`config.mk`:
```
export PLATFORM = sky130hd
export DESIGN_NAME = lvds_ddr_tx_ctrl_flat
export DESIGN_NICKNAME = d
export VERILOG_FILES = /design/src/rtl/lvds_link_pkg.sv /design/src/rtl/lvds_ddr_tx_ctrl_if.sv /design/src/rtl/lvds_dibit_serializer.sv /design/src/rtl/lvds_ddr_tx_ctrl.sv /design/src/flat_wrapper.sv
export SDC_FILE = /design/constraint.sdc
export NUM_CORES = 1
export LEC_CHECK = 0
export CAP_MARGIN = 20
export CORE_ASPECT_RATIO = 0.9
export CORE_MARGIN = 3
export CORE_UTILIZATION = 50
export DETAILED_ROUTE_END_ITERATION = 7
export MAX_ROUTING_LAYER = met4
export PLACE_DENSITY = 0.83
export REMOVE_ABC_BUFFERS = 1
export SYNTH_ARGS = -nofsm -noshare
export SYNTH_HDL_FRONTEND = slang
export SYNTH_SLANG_ARGS = --single-unit
```
`constraint.sdc`:
```
create_clock -name clk -period 1.8 [get_ports clk]
set_input_delay 0.27 -clock clk [delete_from_list [all_inputs] [get_ports clk]]
set_output_delay 0.27 -clock clk [all_outputs]
set_load 0.02 [all_outputs]
```
`src/rtl/lvds_link_pkg.sv`:
```
// Shared definitions for the LVDS DDR transmit controller.
//   link_state_e      frame sequencer states
//   DIBIT_IDLE        dibit driven on the pad while no payload bits are sent
//   PREAMBLE_DEFAULT  sync byte sent ahead of every payload
package lvds_link_pkg;

  typedef enum logic [2:0] {
    IDLE,
    LEAD,
    PRE,
    DATA,
    TRAIL
  } link_state_e;

  localparam logic [1:0] DIBIT_IDLE       = 2'b00;
  localparam logic [7:0] PREAMBLE_DEFAULT = 8'hD5;

endpackage

```
`src/rtl/lvds_ddr_tx_ctrl_if.sv`:
```
// Byte-stream handshake between a payload source and lvds_ddr_tx_ctrl.
//   s_valid  source -> sink  payload byte valid
//   s_data   source -> sink  payload byte
//   s_last   source -> sink  byte is the final byte of the frame
//   s_ready  sink -> source  byte accepted on this clk when s_valid & s_ready
interface lvds_ddr_tx_ctrl_if;
  logic       s_valid;
  logic [7:0] s_data;
  logic       s_last;
  logic       s_ready;

  modport master (output s_valid, output s_data, output s_last, input  s_ready);
  modport slave  (input  s_valid, input  s_data, input  s_last, output s_ready);
endinterface

```
`src/rtl/lvds_dibit_serializer.sv`:
```
// Byte-to-dibit serializer: loads a byte and emits it MSB first, two bits per clk.
//   clk, rst    clock and asynchronous active-high reset
//   load        capture byte_in; its first dibit is on `dibit` next clk (highest priority)
//   clear       drive DIBIT_IDLE next clk and restart the dibit index
//   byte_in     byte to serialize
//   dibit       registered dibit: [1] rising-edge bit, [0] falling-edge bit
//   idx         index (0..3) of the dibit currently on `dibit`
//   last_dibit  high while the final dibit of the byte is on `dibit`
// With neither load nor clear asserted the register advances one dibit per clk.
module lvds_dibit_serializer
  import lvds_link_pkg::*;
(
  input  logic       clk,
  input  logic       rst,
  input  logic       load,
  input  logic       clear,
  input  logic [7:0] byte_in,
  output logic [1:0] dibit,
  output logic [1:0] idx,
  output logic       last_dibit
);

  logic [7:0] sh_q, sh_d;
  logic [1:0] idx_q, idx_d;
  logic [1:0] dibit_q, dibit_d;

  always_comb begin
    sh_d    = sh_q;
    idx_d   = idx_q;
    dibit_d = dibit_q;
    if (load) begin
      dibit_d = byte_in[7:6];
      sh_d    = {byte_in[5:0], 2'b00};
      idx_d   = '0;
    end else if (clear) begin
      dibit_d = DIBIT_IDLE;
      sh_d    = '0;
      idx_d   = '0;
    end else begin
      dibit_d = sh_q[7:6];
      sh_d    = {sh_q[5:0], 2'b00};
      idx_d   = idx_q + 2'd1;
    end
  end

  always_ff @(posedge clk or posedge rst) begin
    if (rst) begin
      sh_q    <= '0;
      idx_q   <= '0;
      dibit_q <= '0;
    end else begin
      sh_q    <= sh_d;
      idx_q   <= idx_d;
      dibit_q <= dibit_d;
    end
  end

  assign dibit      = dibit_q;
  assign idx        = idx_q;
  assign last_dibit = (idx_q == 2'd3);

endmodule

```
`src/rtl/lvds_ddr_tx_ctrl.sv`:
```
// Frame sequencer for one differential DDR output pad (SB_LVDS_OUTPUT / SB_LVDS_IO).
// Each frame: LEAD_CYCLES idle dibits, PREAMBLE byte, payload bytes, TRAIL_CYCLES idle
// dibits; the pad is released (OE=0) between frames for bus turnaround.
//   clk         single clock, also the pad's OUTPUT_CLK
//   rst         asynchronous active-high reset
//   s           byte-stream slave (s_valid/s_data/s_last in, s_ready out)
//   io_oe       pad OUTPUT_ENABLE (1 = drive pair)
//   io_clk_en   pad CLOCK_ENABLE
//   io_d_out_0  pad D_OUT_0, rising-edge bit
//   io_d_out_1  pad D_OUT_1, falling-edge bit
//   busy        high from frame start until OE is released
//   underrun    one-clk pulse when a frame is aborted for missing data
module lvds_ddr_tx_ctrl
  import lvds_link_pkg::*;
#(
  parameter int unsigned LEAD_CYCLES  = 2,
  parameter int unsigned TRAIL_CYCLES = 2,
  parameter logic [7:0]  PREAMBLE     = PREAMBLE_DEFAULT
) (
  input  logic                clk,
  input  logic                rst,
  lvds_ddr_tx_ctrl_if.slave   s,
  output logic                io_oe,
  output logic                io_clk_en,
  output logic                io_d_out_0,
  output logic                io_d_out_1,
  output logic                busy,
  output logic                underrun
);

  localparam logic [3:0] LEAD_LOAD  = 4'(LEAD_CYCLES - 1);
  localparam logic [3:0] TRAIL_LOAD = 4'(TRAIL_CYCLES - 1);

  link_state_e state_q, state_d;
  logic [3:0]  lt_cnt_q, lt_cnt_d;
  logic        last_q, last_d;
  logic        drive_q, drive_d;
  logic        ready_q, ready_d;
  logic        underrun_q, underrun_d;

  logic        ser_load, ser_clear;
  logic [7:0]  ser_byte;
  logic [1:0]  ser_dibit, ser_idx;
  logic        ser_last;

  lvds_dibit_serializer u_ser (
    .clk        (clk),
    .rst        (rst),
    .load       (ser_load),
    .clear      (ser_clear),
    .byte_in    (ser_byte),
    .dibit      (ser_dibit),
    .idx        (ser_idx),
    .last_dibit (ser_last)
  );

  always_comb begin
    state_d    = state_q;
    lt_cnt_d   = lt_cnt_q;
    last_d     = last_q;
    drive_d    = drive_q;
    ready_d    = 1'b0;
    underrun_d = 1'b0;
    ser_load   = 1'b0;
    ser_clear  = 1'b1;
    ser_byte   = PREAMBLE;
    unique case (state_q)
      IDLE: begin
        if (s.s_valid) begin
          state_d  = LEAD;
          lt_cnt_d = LEAD_LOAD;
          drive_d  = 1'b1;
        end
      end
      LEAD: begin
        if (lt_cnt_q == 4'd0) begin
          state_d  = PRE;
          ser_load = 1'b1;
        end else begin
          lt_cnt_d = lt_cnt_q - 4'd1;
        end
      end
      PRE, DATA: begin
        if (!ser_last) begin
          ser_clear = 1'b0;
          // ready is registered, so raise it one clk early to land on dibit 3
          ready_d = (ser_idx == 2'd2) && ((state_q == PRE) || !last_q);
        end else if (ready_q && s.s_valid) begin
          state_d  = DATA;
          ser_load = 1'b1;
          ser_byte = s.s_data;
          last_d   = s.s_last;
        end else begin
          state_d    = TRAIL;
          lt_cnt_d   = TRAIL_LOAD;
          underrun_d = !((state_q == DATA) && last_q);
        end
      end
      TRAIL: begin
        if (lt_cnt_q == 4'd0) begin
          state_d = IDLE;
          drive_d = 1'b0;
        end else begin
          lt_cnt_d = lt_cnt_q - 4'd1;
        end
      end
      default: begin
        state_d = IDLE;
        drive_d = 1'b0;
      end
    endcase
  end

  always_ff @(posedge clk or posedge rst) begin
    if (rst) begin
      state_q    <= IDLE;
      lt_cnt_q   <= '0;
      last_q     <= 1'b0;
      drive_q    <= 1'b0;
      ready_q    <= 1'b0;
      underrun_q <= 1'b0;
    end else begin
      state_q    <= state_d;
      lt_cnt_q   <= lt_cnt_d;
      last_q     <= last_d;
      drive_q    <= drive_d;
      ready_q    <= ready_d;
      underrun_q <= underrun_d;
    end
  end

  assign s.s_ready  = ready_q;
  assign io_oe      = drive_q;
  assign io_clk_en  = drive_q;
  assign busy       = drive_q;
  assign underrun   = underrun_q;
  assign io_d_out_0 = ser_dibit[1];
  assign io_d_out_1 = ser_dibit[0];

endmodule

```
`src/flat_wrapper.sv`:
```
// flat-port wrapper written by rule: the top's interface ports become plain ports
module lvds_ddr_tx_ctrl_flat import lvds_link_pkg::*;
#(
  parameter int unsigned LEAD_CYCLES  = 2,
  parameter int unsigned TRAIL_CYCLES = 2,
  parameter logic [7:0]  PREAMBLE     = PREAMBLE_DEFAULT
)
  (clk, rst, io_oe, io_clk_en, io_d_out_0, io_d_out_1, busy, underrun, s_s_valid, s_s_data, s_s_last, s_s_ready);
  lvds_ddr_tx_ctrl_if s_i ();
  input  logic clk;
  input  logic rst;
  output logic io_oe;
  output logic io_clk_en;
  output logic io_d_out_0;
  output logic io_d_out_1;
  output logic busy;
  output logic underrun;
  input wire logic [$bits(s_i.s_valid)-1:0] s_s_valid;
  input wire logic [$bits(s_i.s_data)-1:0] s_s_data;
  input wire logic [$bits(s_i.s_last)-1:0] s_s_last;
  output wire logic [$bits(s_i.s_ready)-1:0] s_s_ready;
  assign s_i.s_valid = s_s_valid;
  assign s_i.s_data = s_s_data;
  assign s_i.s_last = s_s_last;
  assign s_s_ready = s_i.s_ready;
  lvds_ddr_tx_ctrl #(.LEAD_CYCLES(LEAD_CYCLES), .TRAIL_CYCLES(TRAIL_CYCLES), .PREAMBLE(PREAMBLE)) u_core (.clk(clk), .rst(rst), .s(s_i), .io_oe(io_oe), .io_clk_en(io_clk_en), .io_d_out_0(io_d_out_0), .io_d_out_1(io_d_out_1), .busy(busy), .underrun(underrun));
endmodule
```
==> reports/results.ini <==
[global_routing]
grt_start_max_net_pins = 22
grt.total_usage_pct = 17.8
grt.overflow.total = 0
grt_first_pass_wirelength_um = 3420
grt_pass1_vias = 799
antenna_found_initial = 0

[finish]
finish.utilization_pct = 64.8
area_growth_pct = 20.1
fill_cells = 149
layout.cells.most_common = dfrtp_1
layout_common_cells = dfrtp_1 (21), clkdlybuf4s50_1 (18), inv_1 (8)
antenna_cells = 0
nets = 124
final_layout_size_suffix_gt1_share_pct = 13.9
stdcell_count = 133

[power_and_ir_drop]
p_switching_uw = 683
switching_share_pct = 39.1
pwr-share-clk_pct = 12.8
pwr_density_cell_mw_per_mm2 = 1380
ir_drop_v = 0.00105
p_int_uw = 1060
share_comb_of_total_power_pct = 43.9
pwr-share-seq_pct = 43.3
p_leak_uw = 0.000569

[sta]
fmax_mhz = 618
drv_slew = 0
period_share_pct = 89.9
min_period_ns = 1.62
hold_violations = 0
finalSetupViolations = 0
fin_worst_skew_ns = 0.00519
slew_headroom_pct = 69.8
worst_pin_slew_ns = 0.451
fin_setup_tns_ns = 0
rsz0062_at_grt = false

[clock_tree]
cts_repair_resize_count = 0
cts_tree = done
cts_made_buffers = 3
post_cts_buffers = 0
clk_path_buf_depth = 2
clk_pin_slew_ns = 0.12
htreeDepth = 1
cts_hold_buf = 0
clock_latency_ns = 0.30
clock_tree.root_cell = clkbuf_4
cts_sinks = 21

[synthesis]
netlist_area_mm2 = 0.00105
seq_area_frac_synth_pct = 49.9
netlist-cell-type-count = 41
synth_top_area_share_pct = 49.9
ys_warn_count = 0
synth-async-reset-ratio_pct = 100
synth_seq_cells = 21
yosysTopAreaCell = dfrtp_1
synthFlopType = dfrtp_1
synth_edf_count = 0
syn_area_per_cell_um2 = 11.8
netlist_top_cells_area = dfrtp_1 (50%), a221o_1 (3.8%), ha_1 (3.6%)
synthCells = 89

[worst_setup_path]
required_ns = 2.04
crit_path_end_kind = register
crit_type = reg -> reg
cp-start-kind = register
path_max_fanout = 9
cp_data_arrival_time_ns = 1.86

[route]
wl_per_cell_um = 13.7
drc_errors = 0
via_per_inst = 5.53
routed_wl_um = 1830
drt_iter0_markers = 14
routed-via-count = 735
firstDrtPassIters = 4
postRouteAntennaNets = 0

[placement]
place_inst = 129
dp_hpwl_um = 1350
numPortBuffers = 18
gp_congestion = 0.856

[flow_run]
cap_violations = 0

[run_status]
run_status = complete, no violations

[floorplan]
rows = 15
die_area_mm2 = 0.00269
top_level_ports = 19
die_h_um = 49.5
die_x_um = 54.4
start_util_pct = 54.0
coreArea_mm2 = 0.00195

[min_path]
hp-class = in -> async

[cell type report]
class / instances / area [um2] / share of cell area, %
Sequential cell: 21 / 526 / 41.5
Multi-Input combinational cell: 55 / 455 / 36.0
Timing Repair Buffer: 20 / 195 / 15.4
Tap cell: 25 / 31.3 / 2.47
Inverter: 8 / 30.0 / 2.37
Clock buffer: 3 / 22.5 / 1.78
Clock inverter: 1 / 5.00 / 0.396
[cells in the mapped netlist (2+ instances only)]
library cell and number:
o211ai_1 2, buf_6 3, nand4_1 3, nor3_1 2, nor2_1 4, a21oi_1 2, buf_4 2, nand3_1 2
a221o_1 4, ha_1 3, dfrtp_1 21, nand4b_1 2, inv_1 8, nand2_1 2, a22o_1 2, o21ai_0 2
[routing by layer]
metal | global-route usage (%) | share of wire, % | vias up
met5 | - | 0 | -
met4 | 7.47 | 0.82 | 0
met3 | 2.72 | 2.8 | 2
met2 | 28.5 | 52 | 13
met1 | 21.8 | 44 | 356
li1 | - | - | 364
[registers in the layout, indices dropped and copies added, names as in the netlist]
signal	count
u_core.last_q	1
u_core.u_ser.dibit	2
u_core.u_ser.sh_q	6
u_core.lt_cnt_q	4
u_core.s.s_ready	1
u_core.busy	1
u_core.state_q	3
u_core.underrun	1
u_core.u_ser.idx	2
[per-stage QoR]
stage                     power (uW)  hold WS, ns  cell area (um2)  setup WS (ns)
after global routing            1900        0.297             1260         0.0263
final                           1750        0.282             1260          0.182
after CTS                       1750        0.293             1260         0.0976
after floorplan                 1270        0.247             1000          0.352
after detailed placement        1520        0.460             1230          0.109
after global placement          1490        0.451             1230          0.128
[worst max-delay path, cell delays in order (launching register included)]
cell and delay, ns:
dfrtp_1 0.41, inv_1 0.10, ha_1 0.20, nor3b_4 0.36
and4_1 0.33, a221o_1 0.15
[logic make-up after synthesis]
family	after synthesis	share of synthesized area (%)
buffers and inverters	13	7.48
and+or+nand+nor	29	18.3
xor gates and xnor gates	1	2.61
adders and majority gates	3	3.56
AOI/OAI and AO/OA	21	17.1
muxes	1	1.07
DFF	21	49.9
[final timing paths]
check                                            end  cells after the start           startpoint  slack (ns)
worst max-delay path            u_core.u_ser.sh_q[6]                      5   u_core.lt_cnt_q[1]        0.18
worst min register to register   u_core.u_ser.idx[0]                      1  u_core.u_ser.idx[0]        0.48
worst min-delay path            u_core.u_ser.sh_q[6]                      3                  rst        0.28
worst max register to register  u_core.u_ser.sh_q[6]                      5   u_core.lt_cnt_q[1]        0.18
min in group clk                 u_core.u_ser.idx[0]                      1  u_core.u_ser.idx[0]        0.48
max in group asynchronous            u_core.underrun                      3                  rst        1.30
[power groups by stage]
| stage | sequential, uW | clock [uW] | combinational [uW] |
|---|---|---|---|
| 2_1_floorplan | 795 | 0 | 478 |
| 3_3_place_gp | 754 | 0 | 741 |
| 3_5_place_dp | 761 | 0 | 762 |
| 4_1_cts | 750 | 232 | 766 |
| 5_1_grt | 781 | 256 | 861 |
| 6_report | 756 | 224 | 767 |
(Power assumes the default switching activity.)
